File: config.mk
export PLATFORM = sky130hd
export DESIGN_NAME = pad_responder
export DESIGN_NICKNAME = d
export VERILOG_FILES = /design/src/rtl/pad_responder_pkg.sv /design/src/rtl/pad_responder_sync_edge.sv /design/src/rtl/pad_responder.sv
export SDC_FILE = /design/constraint.sdc
export NUM_CORES = 1
export LEC_CHECK = 0
export CAP_MARGIN = 20
export CORE_MARGIN = 2
export CORE_UTILIZATION = 56
export CTS_BUF_LIST = sky130_fd_sc_hd__clkbuf_8
export DETAILED_ROUTE_END_ITERATION = 10
export GPL_ROUTABILITY_DRIVEN = 0
export PLACE_DENSITY = 0.86
export SYNTH_ARGS = -nofsm -noshare
export SYNTH_HDL_FRONTEND = slang
export SYNTH_SLANG_ARGS = --single-unit
File: constraint.sdc
create_clock -name clk -period 4.7 [get_ports clk]
set_clock_uncertainty 0.15 [all_clocks]
set_input_delay 0.47 -clock clk [delete_from_list [all_inputs] [get_ports clk]]
set_output_delay 0.47 -clock clk [all_outputs]
set_load 0.02 [all_outputs]
File: src/rtl/pad_responder_pkg.sv
// Constants shared by the pad responder, the pad receiver and the input collector:
// button bit positions, frame lengths, FSM encoding and the frame-word builder.
package pad_responder_pkg;

   localparam int BTN_A      = 0;
   localparam int BTN_B      = 1;
   localparam int BTN_SELECT = 2;
   localparam int BTN_START  = 3;
   localparam int BTN_UP     = 4;
   localparam int BTN_DOWN   = 5;
   localparam int BTN_LEFT   = 6;
   localparam int BTN_RIGHT  = 7;
   localparam int BTN_Y      = 8;
   localparam int BTN_X      = 9;
   localparam int BTN_L      = 10;
   localparam int BTN_R      = 11;

   localparam int NES_FRAME_BITS  = 8;
   localparam int SNES_FRAME_BITS = 16;

   typedef enum logic [1:0] {
      ST_IDLE  = 2'd0,
      ST_LATCH = 2'd1,
      ST_SHIFT = 2'd2,
      ST_DONE  = 2'd3
   } pad_state_t;

   // Serial word, bit 0 first on the wire; pad lines are active low.
   function automatic logic [15:0] build_frame(input logic [11:0] b, input logic snes);
      logic [15:0] w;
      if (snes)
         w = {4'hF, ~b[BTN_R], ~b[BTN_L], ~b[BTN_X], ~b[BTN_A],
              ~b[BTN_RIGHT], ~b[BTN_LEFT], ~b[BTN_DOWN], ~b[BTN_UP],
              ~b[BTN_START], ~b[BTN_SELECT], ~b[BTN_Y], ~b[BTN_B]};
      else
         w = {8'h00, ~b[BTN_RIGHT], ~b[BTN_LEFT], ~b[BTN_DOWN], ~b[BTN_UP],
              ~b[BTN_START], ~b[BTN_SELECT], ~b[BTN_B], ~b[BTN_A]};
      return w;
   endfunction

   function automatic logic [4:0] frame_len(input logic snes);
      return snes ? 5'(SNES_FRAME_BITS) : 5'(NES_FRAME_BITS);
   endfunction

endpackage

File: src/rtl/pad_responder_sync_edge.sv
// Multi-flop synchroniser for one asynchronous host line, plus a delay flop
// producing single-cycle rise/fall pulses in the clk domain.
module pad_sync_edge #(
   parameter int   SYNC_STAGES = 2,
   parameter logic RESET_VAL   = 1'b0
) (
   input  logic clk,
   input  logic rst_n,
   input  logic async_in,
   output logic rise,
   output logic fall
);

   logic [SYNC_STAGES-1:0] sync_q;
   logic                   dly_q;

   // Reset value matches the line's idle level so no edge appears after reset.
   always_ff @(posedge clk) begin
      if (!rst_n) begin
         sync_q <= {SYNC_STAGES{RESET_VAL}};
         dly_q  <= RESET_VAL;
      end else begin
         sync_q <= {sync_q[SYNC_STAGES-2:0], async_in};
         dly_q  <= sync_q[SYNC_STAGES-1];
      end
   end

   assign rise = sync_q[SYNC_STAGES-1] & ~dly_q;
   assign fall = ~sync_q[SYNC_STAGES-1] & dly_q;

endmodule

File: src/rtl/pad_responder.sv
// Device side of the NES/SNES serial pad protocol: captures buttons on latch,
// shifts them out on pad_clk. Optional stall recovery with PAD_RESP_TIMEOUT_EN.
//
// state    | meaning
// ---------+--------------------------------------------------------------
// ST_IDLE  | no frame; pad_data high, busy low
// ST_LATCH | frame captured, latch still high; pad_clk ignored
// ST_SHIFT | each pad_clk rise advances one bit
// ST_DONE  | frame complete; pad_data low until the next latch rise
module pad_responder
   import pad_responder_pkg::*;
#(
   parameter int SYNC_STAGES    = 2,
   parameter int TIMEOUT_CYCLES = 25000
) (
   input  logic        clk,
   input  logic        rst_n,
   input  logic        pad_latch,
   input  logic        pad_clk,
   input  logic        snes_mode,
   input  logic [11:0] buttons,
   output logic        pad_data,
   output logic        busy,
   output logic [4:0]  bit_index,
   output logic        frame_done
);

   if (SYNC_STAGES < 2 || TIMEOUT_CYCLES < 1) begin : g_param_check
      $error("pad_responder: SYNC_STAGES must be >= 2 and TIMEOUT_CYCLES >= 1");
   end

   logic latch_rise, latch_fall, clk_rise, clk_fall;

   pad_sync_edge #(.SYNC_STAGES(SYNC_STAGES), .RESET_VAL(1'b0)) u_latch_sync (
      .clk(clk), .rst_n(rst_n), .async_in(pad_latch), .rise(latch_rise), .fall(latch_fall)
   );

   pad_sync_edge #(.SYNC_STAGES(SYNC_STAGES), .RESET_VAL(1'b1)) u_clk_sync (
      .clk(clk), .rst_n(rst_n), .async_in(pad_clk), .rise(clk_rise), .fall(clk_fall)
   );

   pad_state_t  state_q, state_d;
   logic [15:0] shreg_q, shreg_d;
   logic        snes_q, snes_d;
   logic [4:0]  idx_q, idx_d;
   logic        done_q, done_d;
   logic        tmo_hit;

`ifdef PAD_RESP_TIMEOUT_EN
   localparam int TMO_W = (TIMEOUT_CYCLES > 1) ? $clog2(TIMEOUT_CYCLES) : 1;
   logic [TMO_W-1:0] tmo_cnt_q;
   logic             host_edge;

   assign host_edge = latch_rise | latch_fall | clk_rise | clk_fall;

   always_ff @(posedge clk) begin
      if (!rst_n)
         tmo_cnt_q <= TMO_W'(TIMEOUT_CYCLES - 1);
      else if (host_edge)
         tmo_cnt_q <= TMO_W'(TIMEOUT_CYCLES - 1);
      else if (tmo_cnt_q != '0)
         tmo_cnt_q <= tmo_cnt_q - 1'b1;
   end

   assign tmo_hit = (tmo_cnt_q == '0) && !host_edge &&
                    (state_q == ST_LATCH || state_q == ST_SHIFT);
`else
   assign tmo_hit = 1'b0;
`endif

   always_ff @(posedge clk) begin
      if (!rst_n) begin
         state_q <= ST_IDLE;
         shreg_q <= '1;
         snes_q  <= 1'b0;
         idx_q   <= '0;
         done_q  <= 1'b0;
      end else begin
         state_q <= state_d;
         shreg_q <= shreg_d;
         snes_q  <= snes_d;
         idx_q   <= idx_d;
         done_q  <= done_d;
      end
   end

   // Latch rise outranks everything, including a coincident pad_clk edge.
   always_comb begin
      state_d = state_q;
      shreg_d = shreg_q;
      snes_d  = snes_q;
      idx_d   = idx_q;
      done_d  = 1'b0;
      if (latch_rise) begin
         state_d = ST_LATCH;
         shreg_d = build_frame(buttons, snes_mode);
         snes_d  = snes_mode;
         idx_d   = '0;
      end else if (tmo_hit) begin
         state_d = ST_IDLE;
         idx_d   = '0;
      end else begin
         case (state_q)
            ST_LATCH: if (latch_fall) state_d = ST_SHIFT;
            ST_SHIFT: begin
               if (clk_rise) begin
                  shreg_d = {1'b0, shreg_q[15:1]};
                  idx_d   = idx_q + 5'd1;
                  if (idx_d == frame_len(snes_q)) begin
                     state_d = ST_DONE;
                     done_d  = 1'b1;
                  end
               end
            end
            default: ;
         endcase
      end
   end

   always_comb begin
      pad_data = 1'b1;
      busy     = 1'b0;
      case (state_q)
         ST_LATCH, ST_SHIFT: begin
            pad_data = shreg_q[0];
            busy     = 1'b1;
         end
         ST_DONE: pad_data = 1'b0;
         default: ;
      endcase
   end

   assign bit_index  = idx_q;
   assign frame_done = done_q;

endmodule

==> flow_metrics.py, run 1 <==
metrics = {
    "cells_and_area": {
        "syn2layout_area_growth_pct": 24.2,
        "nets": 197,
        "drive_above_1_share_pct": 11.5,
        "final_util_pct": 71.7,
        "antenna_cells": 0,
    },
    "synth": {
        "synth_top_cells_by_count": "dfxtp_1 (31), nand2_1 (22), o21ai_0 (12)",
        "synth_edf_count": 0,
        "synth_top_family_by_area": "simple AND/OR/NAND/NOR gates",
        "synth.cell_area_um2": 1390,
        "synth_top_area_cell": "dfxtp_1",
        "yosysTopAreaCellShare_pct": 44.6,
        "synthCells": 150,
        "synthMuxAreaShare_pct": 12.1,
        "synth_seq_cells": 31,
        "synth_seq_area_share_pct": 44.6,
        "ys_warn_count": 0,
        "synthAdderAreaFrac_pct": 5.40,
        "synth-compound-area-share_pct": 12.8,
        "synth-xor-area-share_pct": 3.15,
        "synth-simple-area-share_pct": 18.1,
        "syn_nets": 173,
        "synth_area_leaders": "dfxtp_1 (45%), mux2_2 (8.1%), nand2_1 (5.9%), ha_1 (5.4%), o21ai_0 (4.3%)",
        "synth_area_per_cell_um2": 9.28,
        "ys_types": 31,
        "synthFlopType": "dfxtp_1",
        "synth.most_common_cell": "dfxtp_1",
        "synthArstFlopShare_pct": 0,
    },
    "global_route": {
        "grt-ovfl-total": 0,
        "grt_max_degree": 31,
        "grt_pass1_wl_um": 4200,
        "antenna_found_initial": 0,
        "grt_pass1_vias": 1047,
        "globalRouteTotalUtil_pct": 20.8,
    },
    "power": {
        "switching_share_pct": 22.3,
        "peakVddDrop_mv": 0.244,
        "clockPowerShare_pct": 39.6,
        "p_int_w": 0.000411,
        "switchingPower_w": 0.000118,
        "power_density_nw_per_um2": 306,
        "pwr-share-comb_pct": 8.2,
        "p_leak_nw": 0.627,
        "sequentialPowerShare_pct": 52.1,
    },
    "clocking": {
        "clk_pin_slew_ns": 0.06,
        "cts_root_buf": "clkbuf_8",
        "insertion_delay_ns": 0.28,
        "cts_sinks": 31,
        "hold_buffers": 0,
        "cts_buffers": 5,
        "post_cts_buffers": 0,
        "clockBufferDepth": 2,
        "cts.repair.resized": 0,
        "cts.htree.levels": 2,
        "cts_tree": "built",
    },
    "sta": {
        "finalSetupTns_ns": 0,
        "fin_crit_sh_pct": 52.9,
        "slew_violations": 0,
        "tightest_slew_ns": 0.887,
        "fin_crit_ns": 2.48,
        "rsz0062_at_grt": "false",
        "finalHoldViolCount": 0,
        "slew_headroom_pct": 40.9,
        "final-setup-viol-count": 0,
        "fmax_mhz": 402,
    },
    "route": {
        "avgViaCountPerCell": 5.45,
        "drtPass1Iterations": 4,
        "wirelength_um": 2770,
        "drc": 0,
        "wire_per_inst_um": 13.6,
        "drt_iter0_markers": 21,
        "via_count": 1112,
        "final_antenna_net_count": 0,
    },
    "run": {
        "cap_violations": 0,
    },
    "place": {
        "dpl.hpwl_um": 1930,
        "numPortBuffers": 24,
    },
    "die": {
        "start_util_pct": 57.7,
        "fp.coreArea_um2": 2410,
        "die_w_um": 53.8,
        "core.rowCount": 18,
        "die-area_um2": 2900,
        "die_h_um": 53.8,
        "ios": 25,
    },
    "worst_setup_path": {
        "cp_data_required_time_ns": 4.08,
        "end_kind": "primary output",
        "critPathArrivalTime_ns": 1.86,
        "startpoint_type": "register",
        "criticalPathCategory": "reg2out",
        "critPathMaxFanout": 5,
        "reg2reg_depth": 6,
    },
    "hold_path": {
        "holdCritPathClass": "reg2reg",
        "worstHoldPathCells": 1,
    },
    "outcome": {
        "status": "complete, no violations",
    },
}
-- power by group through the flow --
stage / sequential, W / combinational [W] / clock (W)
finish: 0.000276 / 0.0000435 / 0.000209
global route: 0.000276 / 0.0000475 / 0.000223
CTS: 0.000275 / 0.0000437 / 0.000212
detailed placement: 0.000281 / 0.0000432 / 0
global placement: 0.000281 / 0.0000410 / 0
floorplan: 0.000280 / 0.0000234 / 0
-- sequential cells by signal, indices dropped and copies added (netlist names) --
| register | cells |
|---|---|
| shreg_q | 16 |
| bit_index | 5 |
| state_q | 2 |
| u_clk_sync.sync_q | 2 |
| u_latch_sync.sync_q | 2 |
| frame_done | 1 |
| snes_q | 1 |
| u_clk_sync.dly_q | 1 |
| u_latch_sync.dly_q | 1 |
-- stage by stage --
stage	cell area [um2]	power (W)	hold slack, ns	setup slack (ns)	cells
2_1_floorplan	1390	0.000303	0.236	2.91	150
3_3_place_gp	1640	0.000322	0.239	2.40	197
3_5_place_dp	1640	0.000324	0.260	2.34	197
4_1_cts	1730	0.000531	0.275	2.22	204
5_1_grt	1730	0.000547	0.285	2.14	204
6_report	1730	0.000528	0.266	2.22	204
-- worst max-delay path, stage by stage (launching register included) --
cell and delay [ns]:
dfxtp_1 0.41, inv_1 0.07, ha_1 0.33, nor2_1 0.06
a21oi_1 0.11, clkdlybuf4s50_1 0.61
-- logic make-up after synthesis --
family	count (synthesis)
AO/OA/AOI/OAI	28
adder cells (fa/ha/maj)	6
XOR/XNOR	5
multiplexers	15
flip-flops	31
AND/OR/NAND/NOR	51
buffers and inverters	14
-- path summary, 6_finish.rpt --
| path | startpoint | to | slack (ns) |
|---|---|---|---|
| hold / removal | u_clk_sync.sync_q[0] | u_clk_sync.sync_q[1] | 0.27 |
| hold reg to reg | u_clk_sync.sync_q[0] | u_clk_sync.sync_q[1] | 0.27 |
| setup / recovery | state_q[0] | pad_data | 2.22 |
| setup reg to reg | state_q[0] | state_q[0] | 2.32 |
-- routing by layer --
metal | global-route usage, % | wire [um]
met1 | 21.6 | 1200
met2 | 36.4 | 1410
met3 | 5.83 | 129
met4 | 13.7 | 36
met5 | 0 | 0
-- layout by cell type, fill, tap and decap left out, types with 5 or more instances in the layout --
| cell | Yosys | final |
|---|---|---|
| mux2_2 | 10 | 10 |
| inv_1 | 7 | 7 |
| o21ai_0 | 12 | 12 |
| and2_1 | 6 | 6 |
| clkdlybuf4s50_1 | 0 | 24 |
| clkbuf_8 | 0 | 6 |
| nor2_1 | 7 | 7 |
| nand2b_1 | 5 | 5 |
| ha_1 | 6 | 6 |
| nand2_1 | 22 | 22 |
| dfxtp_1 | 31 | 31 |
-- cell type report --
class                      count  area, um2
sequential                    31        621
clock inverter                 1       5.00
clock buffer                   6       82.6
inverter                       7       26.3
multi-input combinational    105        716
timing repair buffer          24        240
fill                         179        682
tap                           30       37.5
No activity file was read; power rests on OpenSTA's default activity.
==> run 2: changes to the inputs <==
--- a/config.mk
+++ b/config.mk
@@ -7,11 +7,11 @@
 export LEC_CHECK = 0
 export CAP_MARGIN = 20
 export CORE_MARGIN = 2
-export CORE_UTILIZATION = 56
+export CORE_UTILIZATION = 53
 export CTS_BUF_LIST = sky130_fd_sc_hd__clkbuf_8
 export DETAILED_ROUTE_END_ITERATION = 10
 export GPL_ROUTABILITY_DRIVEN = 0
-export PLACE_DENSITY = 0.86
+export PLACE_DENSITY = 0.82
 export SYNTH_ARGS = -nofsm -noshare
 export SYNTH_HDL_FRONTEND = slang
 export SYNTH_SLANG_ARGS = --single-unit
==> constraint.sdc (replaced) <==
create_clock -name clk -period 2.3 [get_ports clk]
set_clock_uncertainty 0.15 [all_clocks]
set_input_delay 0.23 -clock clk [delete_from_list [all_inputs] [get_ports clk]]
set_output_delay 0.23 -clock clk [all_outputs]
set_load 0.02 [all_outputs]
==> flow_metrics.py, run 2 (same netlist as run 1, synthesis figures left out) <==
metrics = {
    "cells_and_area": {
        "drive_above_1_share_pct": 14.0,
        "multi_input_area_um2": 717,
        "fillers": 200,
        "antenna_cells": 0,
        "final_util_pct": 71.4,
        "syn2layout_area_growth_pct": 27.1,
        "top_register": "shreg_q",
        "nets": 200,
        "mostFrequentLayoutCells": "dfxtp_1 (31), clkdlybuf4s50_1 (24), nand2_1 (22)",
        "ff_latch_area_um2": 621,
        "layout_commonest_cell": "dfxtp_1",
        "largest_reg_flops": 16,
    },
    "worst_setup_path": {
        "end_kind": "primary output",
        "critPathMaxFanout": 5,
        "cp_data_required_time_ns": 1.92,
        "critical_path.startpoint": "state_q[0]",
        "criticalPathCategory": "reg2out",
        "slowest_stage": "clkdlybuf4s50_1",
        "crit_chain": "inv_1 > ha_1 > nor2_1 > a21oi_1 > clkdlybuf4s50_1",
        "startpoint_type": "register",
        "slowest_delay_ns": 0.62,
        "timing.rr.start": "state_q[0]",
        "critPathArrivalTime_ns": 1.85,
    },
    "die": {
        "die_h_um": 55.2,
        "die-area_um2": 3050,
        "core.rowCount": 18,
        "die_w_um": 55.2,
        "fp.coreArea_um2": 2480,
        "ios": 25,
        "start_util_pct": 56.2,
    },
    "route": {
        "wire_per_inst_um": 12.5,
        "via_count": 1107,
        "drt_iter0_markers": 17,
        "final_antenna_net_count": 0,
        "avgViaCountPerCell": 5.32,
        "wirelength_um": 2600,
        "drtPass1Iterations": 7,
        "drc": 2,
    },
    "clocking": {
        "cts.htree.levels": 2,
        "cts_sinks": 31,
        "clockBufferDepth": 2,
        "clk_pin_slew_ns": 0.06,
        "cts_root_buf": "clkbuf_8",
        "hold_buffers": 0,
        "insertion_delay_ns": 0.28,
        "cts_tree": "built",
        "cts_buffers": 5,
    },
    "power": {
        "p_leak_nw": 0.646,
        "power_density_nw_per_um2": 639,
        "report.power.total_w": 0.00113,
        "peakVddDrop_mv": 0.597,
    },
    "sta": {
        "fin_crit_ns": 2.23,
        "slew_violations": 0,
        "finalHoldViolCount": 0,
        "fin_crit_sh_pct": 96.9,
        "tightest_slew_ns": 0.379,
        "fmax_mhz": 449,
        "slew_headroom_pct": 74.7,
        "finalSetupTns_ns": 0,
        "rsz0062_at_grt": "false",
        "setup_ws_ns": 0.0715,
        "final-setup-viol-count": 0,
        "fin_hold_ws_ns": 0.276,
    },
    "global_route": {
        "grt_pass1_vias": 1056,
        "antenna_found_initial": 0,
        "grt_max_degree": 24,
        "globalRouteTotalUtil_pct": 19.0,
        "grt_pass1_wl_um": 4560,
        "grt-ovfl-total": 0,
    },
    "hold_path": {
        "min_from": "u_clk_sync.sync_q[0]",
        "holdCritPathClass": "reg2reg",
    },
    "place": {
        "dp_slack_ns": 0.158,
        "dpl.hpwl_um": 1840,
        "numPortBuffers": 24,
    },
    "outcome": {
        "status": "finished, violations left",
        "violations": "DRC",
    },
    "run": {
        "cap_violations": 0,
    },
}
[run 2: changes by cell type in the layout (fill, tap and decap cells not counted)]
cell        previous run  this run
clkinv_2               1         0
clkbuf_8               6         7
buf_4                  0         3
and3b_1                1         0
and3b_2                0         1
clkinvlp_4             0         1
[run 2: power by group]
| group | leakage (nW) | switching [W] | internal (W) |
|---|---|---|---|
| Clock | 0.0505 | 0.000205 | 0.000272 |
| Sequential | 0.253 | 0.00000902 | 0.000554 |
| Combinational | 0.342 | 0.0000369 | 0.0000523 |
| Total | 0.646 | 0.000251 | 0.000878 |
[run 2: final cells by class]
| type | instances | share of cell area, % |
|---|---|---|
| Sequential cell | 31 | 35.1 |
| Timing Repair Buffer | 27 | 14.9 |
| Inverter | 7 | 1.49 |
| Clock inverter | 1 | 0.425 |
| Tap cell | 30 | 2.12 |
| Multi-Input combinational cell | 105 | 40.6 |
| Clock buffer | 7 | 5.45 |
[run 2: what timing repair did]
action | in CTS | in global routing
endpoints found under the setup margin | 0 | 2
resized for setup | 0 | 1
setup buffers | 0 | 0
[run 2: worst paths after layout]
| path | end | slack (ns) | cells past startpoint |
|---|---|---|---|
| worst max register to register | state_q[0] | 0.33 | 6 |
| worst min register to register | u_clk_sync.sync_q[1] | 0.28 | 1 |
| worst min-delay path | u_clk_sync.sync_q[1] | 0.28 | 1 |
| worst max-delay path | pad_data | 0.07 | 5 |
[run 2: worst max-delay path, delay by kind of cell (launching register included)]
kind / cells / cell delay, ns
flip-flops: 1 / 0.42
buffers and inverters: 2 / 0.69
adder cells (fa/ha/maj): 1 / 0.31
AO/OA/AOI/OAI: 1 / 0.10
AND/OR/NAND/NOR: 1 / 0.05
[run 2: metrics by stage]
| stage | instance area (um2) | cells |
|---|---|---|
| 2_1_floorplan | 1390 | 150 |
| 3_3_place_gp | 1660 | 200 |
| 3_5_place_dp | 1660 | 200 |
| 4_1_cts | 1770 | 208 |
| 5_1_grt | 1770 | 208 |
| 6_report | 1770 | 208 |
[run 2: layer usage]
metal | part of all wire, % | vias to the layer above | GRT usage, % | wire (um)
li1 | - | 563 | - | -
met1 | 43 | 509 | 21.6 | 1110
met2 | 50 | 26 | 31.5 | 1310
met3 | 4.4 | 9 | 5.62 | 114
met4 | 2.3 | 0 | 11.1 | 59
met5 | 0 | - | 0 | 0
==> run 3: changes to the inputs <==
==> constraint.sdc (replaced) <==
create_clock -name clk -period 2.3 [get_ports clk]
set_clock_uncertainty 0.15 [all_clocks]
set_input_delay 0.23 -clock clk [delete_from_list [all_inputs] [get_ports clk]]
set_output_delay 0.23 -clock clk [all_outputs]
set_load 0.01 [all_outputs]
==> results of run 3 <==
The final DEF is identical to that of run 2. Status: finished, violations left: DRC.
Main changes from that run: setup slack after layout 0.0715 ns -> 0.139 ns; worst IR drop on VDD 0.597 mV -> 0.596 mV
